## src/rtl/dmem_arbiter.sv

```systemverilog
// rtl/dmem_arbiter.sv - two-port round-robin arbiter in front of the single-port data memory.
// Optional macro DMEM_ARB_FIXED_PRIO_EN: port 0 gets fixed priority instead of round-robin.
module dmem_arbiter #(
  parameter int BURST_MAX = 4,
  parameter int DATA_W    = 32
) (
  input  logic              Clk,
  input  logic              Reset_n,
  input  logic              Req0,
  input  logic              Req1,
  input  logic              We0,
  input  logic              We1,
  input  logic [31:0]       Addr0,
  input  logic [31:0]       Addr1,
  input  logic [DATA_W-1:0] WData0,
  input  logic [DATA_W-1:0] WData1,
  input  logic              Lock0,
  input  logic              Lock1,
  output logic              Ack0,
  output logic              Ack1,
  output logic [DATA_W-1:0] RData0,
  output logic [DATA_W-1:0] RData1,
  output logic              Busy,
  output logic              Owner,
  output logic [31:0]       MemAddress,
  output logic [DATA_W-1:0] MemWriteData,
  output logic              MemWrite,
  output logic              MemRead,
  input  logic [DATA_W-1:0] MemReadData
);

  localparam int CNT_W = $clog2(BURST_MAX + 1);
  localparam logic [CNT_W-1:0] CNT_CAP = CNT_W'(BURST_MAX - 1);

  typedef enum logic [1:0] {
    IDLE  = 2'd0,
    BUSY0 = 2'd1,
    BUSY1 = 2'd2
  } state_t;

  state_t           state;
  logic             last_gnt;
  logic [CNT_W-1:0] burst_cnt;

  state_t tie_next;
  state_t exit0_next;
  state_t exit1_next;
  logic   hold0;
  logic   hold1;

  // A locked owner keeps the grant only while the burst is below its cap.
  assign hold0 = Lock0 && (burst_cnt < CNT_CAP);
  assign hold1 = Lock1 && (burst_cnt < CNT_CAP);

  always_comb begin
    tie_next   = IDLE;
    exit0_next = IDLE;
    exit1_next = IDLE;
`ifdef DMEM_ARB_FIXED_PRIO_EN
    tie_next   = BUSY0;
    exit0_next = (Req1 && !Req0) ? BUSY1 : IDLE;
    exit1_next = Req0 ? BUSY0 : IDLE;
`else
    tie_next   = last_gnt ? BUSY0 : BUSY1;
    exit0_next = Req1 ? BUSY1 : IDLE;
    exit1_next = Req0 ? BUSY0 : IDLE;
`endif
  end

  always_ff @(posedge Clk or negedge Reset_n) begin
    if (!Reset_n) begin
      state     <= IDLE;
      last_gnt  <= 1'b1;
      burst_cnt <= '0;
      RData0    <= '0;
      RData1    <= '0;
    end else begin
      case (state)
        IDLE: begin
          burst_cnt <= '0;
          if (Req0 && Req1) state <= tie_next;
          else if (Req0)    state <= BUSY0;
          else if (Req1)    state <= BUSY1;
        end
        BUSY0: begin
          last_gnt <= 1'b0;
          if (Req0 && !We0) RData0 <= MemReadData;
          if (hold0) begin
            burst_cnt <= burst_cnt + 1'b1;
          end else begin
            burst_cnt <= '0;
            state     <= exit0_next;
          end
        end
        BUSY1: begin
          last_gnt <= 1'b1;
          if (Req1 && !We1) RData1 <= MemReadData;
          if (hold1) begin
            burst_cnt <= burst_cnt + 1'b1;
          end else begin
            burst_cnt <= '0;
            state     <= exit1_next;
          end
        end
        default: begin
          state     <= IDLE;
          burst_cnt <= '0;
        end
      endcase
    end
  end

  assign Ack0  = (state == BUSY0);
  assign Ack1  = (state == BUSY1);
  assign Busy  = (state != IDLE);
  assign Owner = (state == BUSY1);

  // Memory pins are quiet outside BUSY so an async reset aborts a write mid-cycle.
  always_comb begin
    MemAddress   = '0;
    MemWriteData = '0;
    MemWrite     = 1'b0;
    MemRead      = 1'b0;
    case (state)
      BUSY0: begin
        MemAddress   = Addr0;
        MemWriteData = WData0;
        MemWrite     = Req0 & We0;
        MemRead      = Req0 & ~We0;
      end
      BUSY1: begin
        MemAddress   = Addr1;
        MemWriteData = WData1;
        MemWrite     = Req1 & We1;
        MemRead      = Req1 & ~We1;
      end
      default: ;
    endcase
  end

endmodule

```

## config.mk

```make
export PLATFORM = sky130hd
export DESIGN_NAME = dmem_arbiter
export DESIGN_NICKNAME = d
export VERILOG_FILES = /design/src/rtl/dmem_arbiter.sv
export SDC_FILE = /design/constraint.sdc
export NUM_CORES = 1
export LEC_CHECK = 0
export ABC_CLOCK_PERIOD_IN_PS = 4200
export CORE_ASPECT_RATIO = 0.5
export CORE_MARGIN = 2
export CORE_UTILIZATION = 35
export CTS_BUF_LIST = sky130_fd_sc_hd__clkbuf_8
export DETAILED_ROUTE_END_ITERATION = 6
export GPL_ROUTABILITY_DRIVEN = 0
export GPL_TIMING_DRIVEN = 0
export PLACE_DENSITY = 0.95
export SETUP_SLACK_MARGIN = 0.15
export SLEW_MARGIN = 30
export SYNTH_ARGS = -nofsm -noshare
export SYNTH_HDL_FRONTEND = slang
export SYNTH_SLANG_ARGS = --single-unit
export TNS_END_PERCENT = 5
```

## constraint.sdc

```tcl
create_clock -name Clk -period 4.2 [get_ports Clk]
set_input_delay 0.63 -clock Clk [delete_from_list [all_inputs] [get_ports Clk]]
set_output_delay 0.63 -clock Clk [all_outputs]
set_load 0.01 [all_outputs]
```

Yosys cells after proc, flatten, opt, wreduce, memory -nomap -nowiden
Cells that the tools add are included.

Output and inout port bits: 134. Register bits after elaboration: 70. Input port bits: 168.

Equality and inequality tests: 5. Reductions and logical operators: 13. $lt $le $gt $ge: 1. Add/sub/neg operators: 1. Muxes and demuxes: 17. Bitwise gates (word level): 6.

Operator list (count): $pmux W32 S2 (2); $mux W2 (7); $mux W3 (2); $pmux W1 S2 (3); $pmux W2 S3 (1); $pmux W3 S2 (1); $logic_and A1 B1 Y1 (5); $and A1 B1 Y1 (4); $ne A2 B2 Y1 const B (2); $ne A4 B4 Y1 const B (1); $reduce_and A2 Y1 (2); $reduce_bool A2 Y1 (2); $add A3 B1 Y3 const B (1); $lt A3 B2 Y1 const B (1); $reduce_and A3 Y1 (1); $eq A2 B1 Y1 const B (1); $eq A2 B2 Y1 const B (1); $logic_not A1 Y1 (2); $logic_not A2 Y1 (1); $not A1 Y1 (2); $mux W1 (1).

Logic depth before layout (Yosys ltp)
Word-level depth: 4. Mapped depth: 6. Mapped depth without buffers: 6.

Least setup slack after synthesis
Ideal clock, no wire load.

Path kind: reg2out. Start point: reg state[0]. End point: out MemAddress[0]. Data arrival time: 1489 ps. Cell stages (with the launch flop): 7. Path buffers: 2. Slack: 2081 ps. Cells stage by stage: dfrtp_1 inv_1 ha_1 and2_1 buf_4 buf_6 a22o_1.

Cells in the longest elaborated chain, start to end: 2. Elaborated cells on any way between the ends: 3. Those cells by class: eq/ne (2); mux (1).

Ends and longest elaborated chain: start: declaration (line 41) `state_t state;`; start signal: assignment (line 81) `if (Req0 && Req1) state <= tie_next;`; start signal: assignment (line 92) `state <= exit0_next;`; start signal: assignment (line 102) `state <= exit1_next;`; $eq A2 B2 Y1 or $eq A2 B1 Y1 (tied branches) (line 124) `case (state)`; $pmux W32 S2 * (line 124); end: declaration (line 25) `output logic [31:0] MemAddress,`.

Mark *: on every way between the ends. The rest lies on a longest branch, timed or not.

Worst setup path after layout
Start point: reg state[0]. End point: out MemWriteData[22].

Cells in the longest elaborated chain, start to end: 2. Elaborated cells on any way between the ends: 3. Those cells by class: eq/ne (2); mux (1).

Ends and longest elaborated chain: $eq A2 B2 Y1 or $eq A2 B1 Y1 (tied branches) (line 124); $pmux W32 S2 * (line 124); end: declaration (line 26) `output logic [DATA_W-1:0] MemWriteData,`.

Marked as above.

==> metrics.txt <==
number of clock sinks=70; number of global-route vias before repair=between 3000 and 4000; critical-path cell list=inv_1, ha_1, and2_1, buf_4, buf_4, a22o_1, clkdlybuf4s50_1; number of port buffers=between 300 and 400; design internal power=about 3.1 mW; overflow left after global routing=0; final setup violating endpoints=0; Worst R2R Start=state[0]; Core Rows=26; share of power burned in combinational logic=0.596; worst voltage drop across the vdd grid=~0.44 mV; Tightest Pin Transition=363 ps; share of layout cells above drive strength 1=0.189; clock tree from TritonCTS=done; CP top delay family=buffers and inverters; outcome=complete, no violations; Post-Synthesis Cells=around 250; endpoint type of the worst setup path=output pin; number of buffers and inverters on the critical path=4; CTS buffer count=9; ANT nets after route=0; leading cell types in the layout, fill and taps excluded=300 x sky130_fd_sc_hd__clkdlybuf4s50_1, 69 x sky130_fd_sc_hd__dfrtp_1, 64 x sky130_fd_sc_hd__a22o_1; number of DRC markers after the initial detailed-route iteration=approximately 140; post-detail-place hpwl=12000 um; Resize count post-CTS=0; clk buf depth=2; final design utilization=0.699; clk_lat worst skew=between 300 and 400 ps; final hold violation count=0; Final Max Slew Viols=0; relative area change from synthesis to final layout=95.5%; maximum number of pins on one net before global-route repair=between 50 and 60; final std cell area, no fill=slightly above 0.007 mm2; total iterations of the first detailed-routing run=4; Slowest cell on crit path=sky130_fd_sc_hd__clkdlybuf4s50_1; final critical path time including I/O delays and setup=between 3000 and 4000 ps; GRT Total Usage=0.262; fill cell total of the finished layout=between 700 and 800; Post-Syn Nets=427; switching power=roughly 1.5 mW; switching power as a share of total power=0.325; placeable core area=roughly 0.010 mm2; detailed-route via count=3513; Starting Density=0.358; die outline area=roughly 0.011 mm2; die extent in x=about 150 um; leading cell type in the layout, fill and taps excluded=sky130_fd_sc_hd__clkdlybuf4s50_1; Design Power=between 4 and 5 mW; number of design rule violations left after detail routing=0; share of synthesized area occupied by flip-flops and latches=0.483; Root Driver=sky130_fd_sc_hd__clkbuf_8; count of antenna diodes in the layout=0; upper clock frequency limit=between 300 and 400 MHz; global-route wire length before repair=22200 um; final setup skew=10.8 ps; average vias per placed instance=between 4 and 5; WP data required=about 3600 ps; Netlist cell types=26; clock group share of total power=0.147; LEAKAGE=around 3.1 nW; Critical Setup Path Class=reg -> out; routed length per placed instance=between 20 and 25 um; class of the tightest hold or removal check=in -> async; register bit total from synthesis=70; Critical Path Source=state[0]; dominant cell type by count on the critical path=sky130_fd_sc_hd__buf_4; area of the mapped netlist=approximately 0.0036 mm2; Critical Path Source Type=register; count of boundary I/O pins=roughly 300; overall routed net length=around 15000 um; Flop pwr share=0.257; clock-pin slew on the worst setup and hold paths=70 ps; CTS Hold Bufs=0; mean area per synthesized cell=roughly 14 um2; final cycle utilization of the critical path=0.776; number of max-cap violations=0; count of buffers added by post-CTS timing repair for setup=0; DP Area=slightly below 0.007 mm2; Total Neg Setup Slack=0 ps; number of levels the H-tree was split into=3; YS warnings=0; antenna violations before repair=0; ratio of total power to cell area=~650 mW/mm2; die boundary height=approximately 76 um; largest stage delay on the critical path=680 ps; worst-path fanout max=10; CP Data Arrival Time=~2600 ps; Slew headroom=0.758; setup repair after global routing missed its margin=no; layout net count=740
==> metrics by stage <==
| step | cells | setup slack (ps) | hold WS, ps |
|---|---|---|---|
| after floorplan | 254 | 2080 | 334 |
| after global placement | 695 | 149 | 439 |
| after detailed placement | 696 | 1220 | 468 |
| after CTS | 711 | 981 | 170 |
| after global routing | 711 | 849 | 188 |
| final | 711 | 941 | 167 |
==> synthesized netlist by cell type <==
cell type	n	area (um2)
sky130_fd_sc_hd__o21ai_0	1	5.00
sky130_fd_sc_hd__mux2i_1	1	10.0
sky130_fd_sc_hd__a22oi_1	1	7.51
sky130_fd_sc_hd__mux2_4	30	450
sky130_fd_sc_hd__and2_1	2	12.5
sky130_fd_sc_hd__ha_1	5	62.6
sky130_fd_sc_hd__mux2_1	1	11.3
sky130_fd_sc_hd__a21oi_1	2	10.0
sky130_fd_sc_hd__nand2b_1	2	12.5
sky130_fd_sc_hd__buf_6	12	135
sky130_fd_sc_hd__or3b_1	1	8.76
sky130_fd_sc_hd__dfrtp_1	69	1730
sky130_fd_sc_hd__a22o_1	64	561
sky130_fd_sc_hd__nor2b_1	1	6.26
sky130_fd_sc_hd__mux2_2	35	394
sky130_fd_sc_hd__nor2_1	2	7.51
sky130_fd_sc_hd__and4_1	2	17.5
sky130_fd_sc_hd__nand3_1	2	10.0
sky130_fd_sc_hd__a21boi_0	2	15.0
sky130_fd_sc_hd__a21oi_2	1	8.76
sky130_fd_sc_hd__nand3b_4	2	40.0
sky130_fd_sc_hd__nand2_1	2	7.51
sky130_fd_sc_hd__buf_4	9	67.6
sky130_fd_sc_hd__inv_1	3	11.3
sky130_fd_sc_hd__nor2_2	1	6.26
sky130_fd_sc_hd__dfstp_2	1	26.3
==> power groups by stage <==
stage                     sequential (mW)  clock [mW]  combinational, mW
after CTS                            1.19       0.696               2.78
final                                1.19       0.684               2.77
after global placement               1.17           0               2.69
after global routing                 1.23       0.720               2.89
after floorplan                      1.32           0               1.08
after detailed placement             1.19           0               2.75
==> final timing paths <==
path	endpoint	slack [ps]	cells past startpoint
setup / recovery	MemWriteData[22]	940	7
hold / removal	RData0[8]	170	1
setup reg to reg	state[1]	2430	6
hold reg to reg	RData0[21]	490	1
max in group asynchronous	last_gnt	3450	2
min in group Clk	RData0[21]	490	1
==> cell type report <==
type / instances / area, um2 / area share
timing repair buffer: 302 / 3040 / 0.428
sequential: 70 / 1750 / 0.247
multi-input combinational: 160 / 1660 / 0.234
buffer: 21 / 203 / 0.0286
tap: 140 / 175 / 0.0247
clock buffer: 12 / 165 / 0.0233
clock inverter: 3 / 90.1 / 0.0127
inverter: 3 / 11.3 / 0.00159
==> worst reg2reg max path, stage by stage, from the launching register on <==
cell and delay [ps]:
sky130_fd_sc_hd__dfrtp_1 390, sky130_fd_sc_hd__inv_1 90, sky130_fd_sc_hd__ha_1 330, sky130_fd_sc_hd__a22oi_1 230
sky130_fd_sc_hd__nor2_2 90, sky130_fd_sc_hd__a21oi_2 210, sky130_fd_sc_hd__mux2_4 320
==> state kept, by name (all words and copies together) (netlist names) <==
| register | cells |
|---|---|
| last_gnt | 1 |
| state | 2 |
| RData1 | 32 |
| RData0 | 32 |
| burst_cnt | 3 |
==> per-layer routing <==
layer | share of wire | up-vias | global-route usage
li1 | - | 1594 | -
met1 | 0.39 | 1767 | 0.308
met2 | 0.51 | 128 | 0.468
met3 | 0.066 | 24 | 0.0605
met4 | 0.027 | 0 | 0.101
met5 | 0 | - | 0
==> logic make-up (layout without fill, tap and decap cells) <==
logic type | count (synthesis) | count (layout) | synth area share
AO/OA/AOI/OAI | 71 | 71 | 0.167
flip-flops | 70 | 70 | 0.483
multiplexers | 67 | 67 | 0.238
buffers and inverters | 24 | 341 | 0.0589
AND/OR/NAND/NOR | 17 | 17 | 0.0355
adder cells (fa/ha/maj) | 5 | 5 | 0.0172
Power figures use the tool's default switching activity.
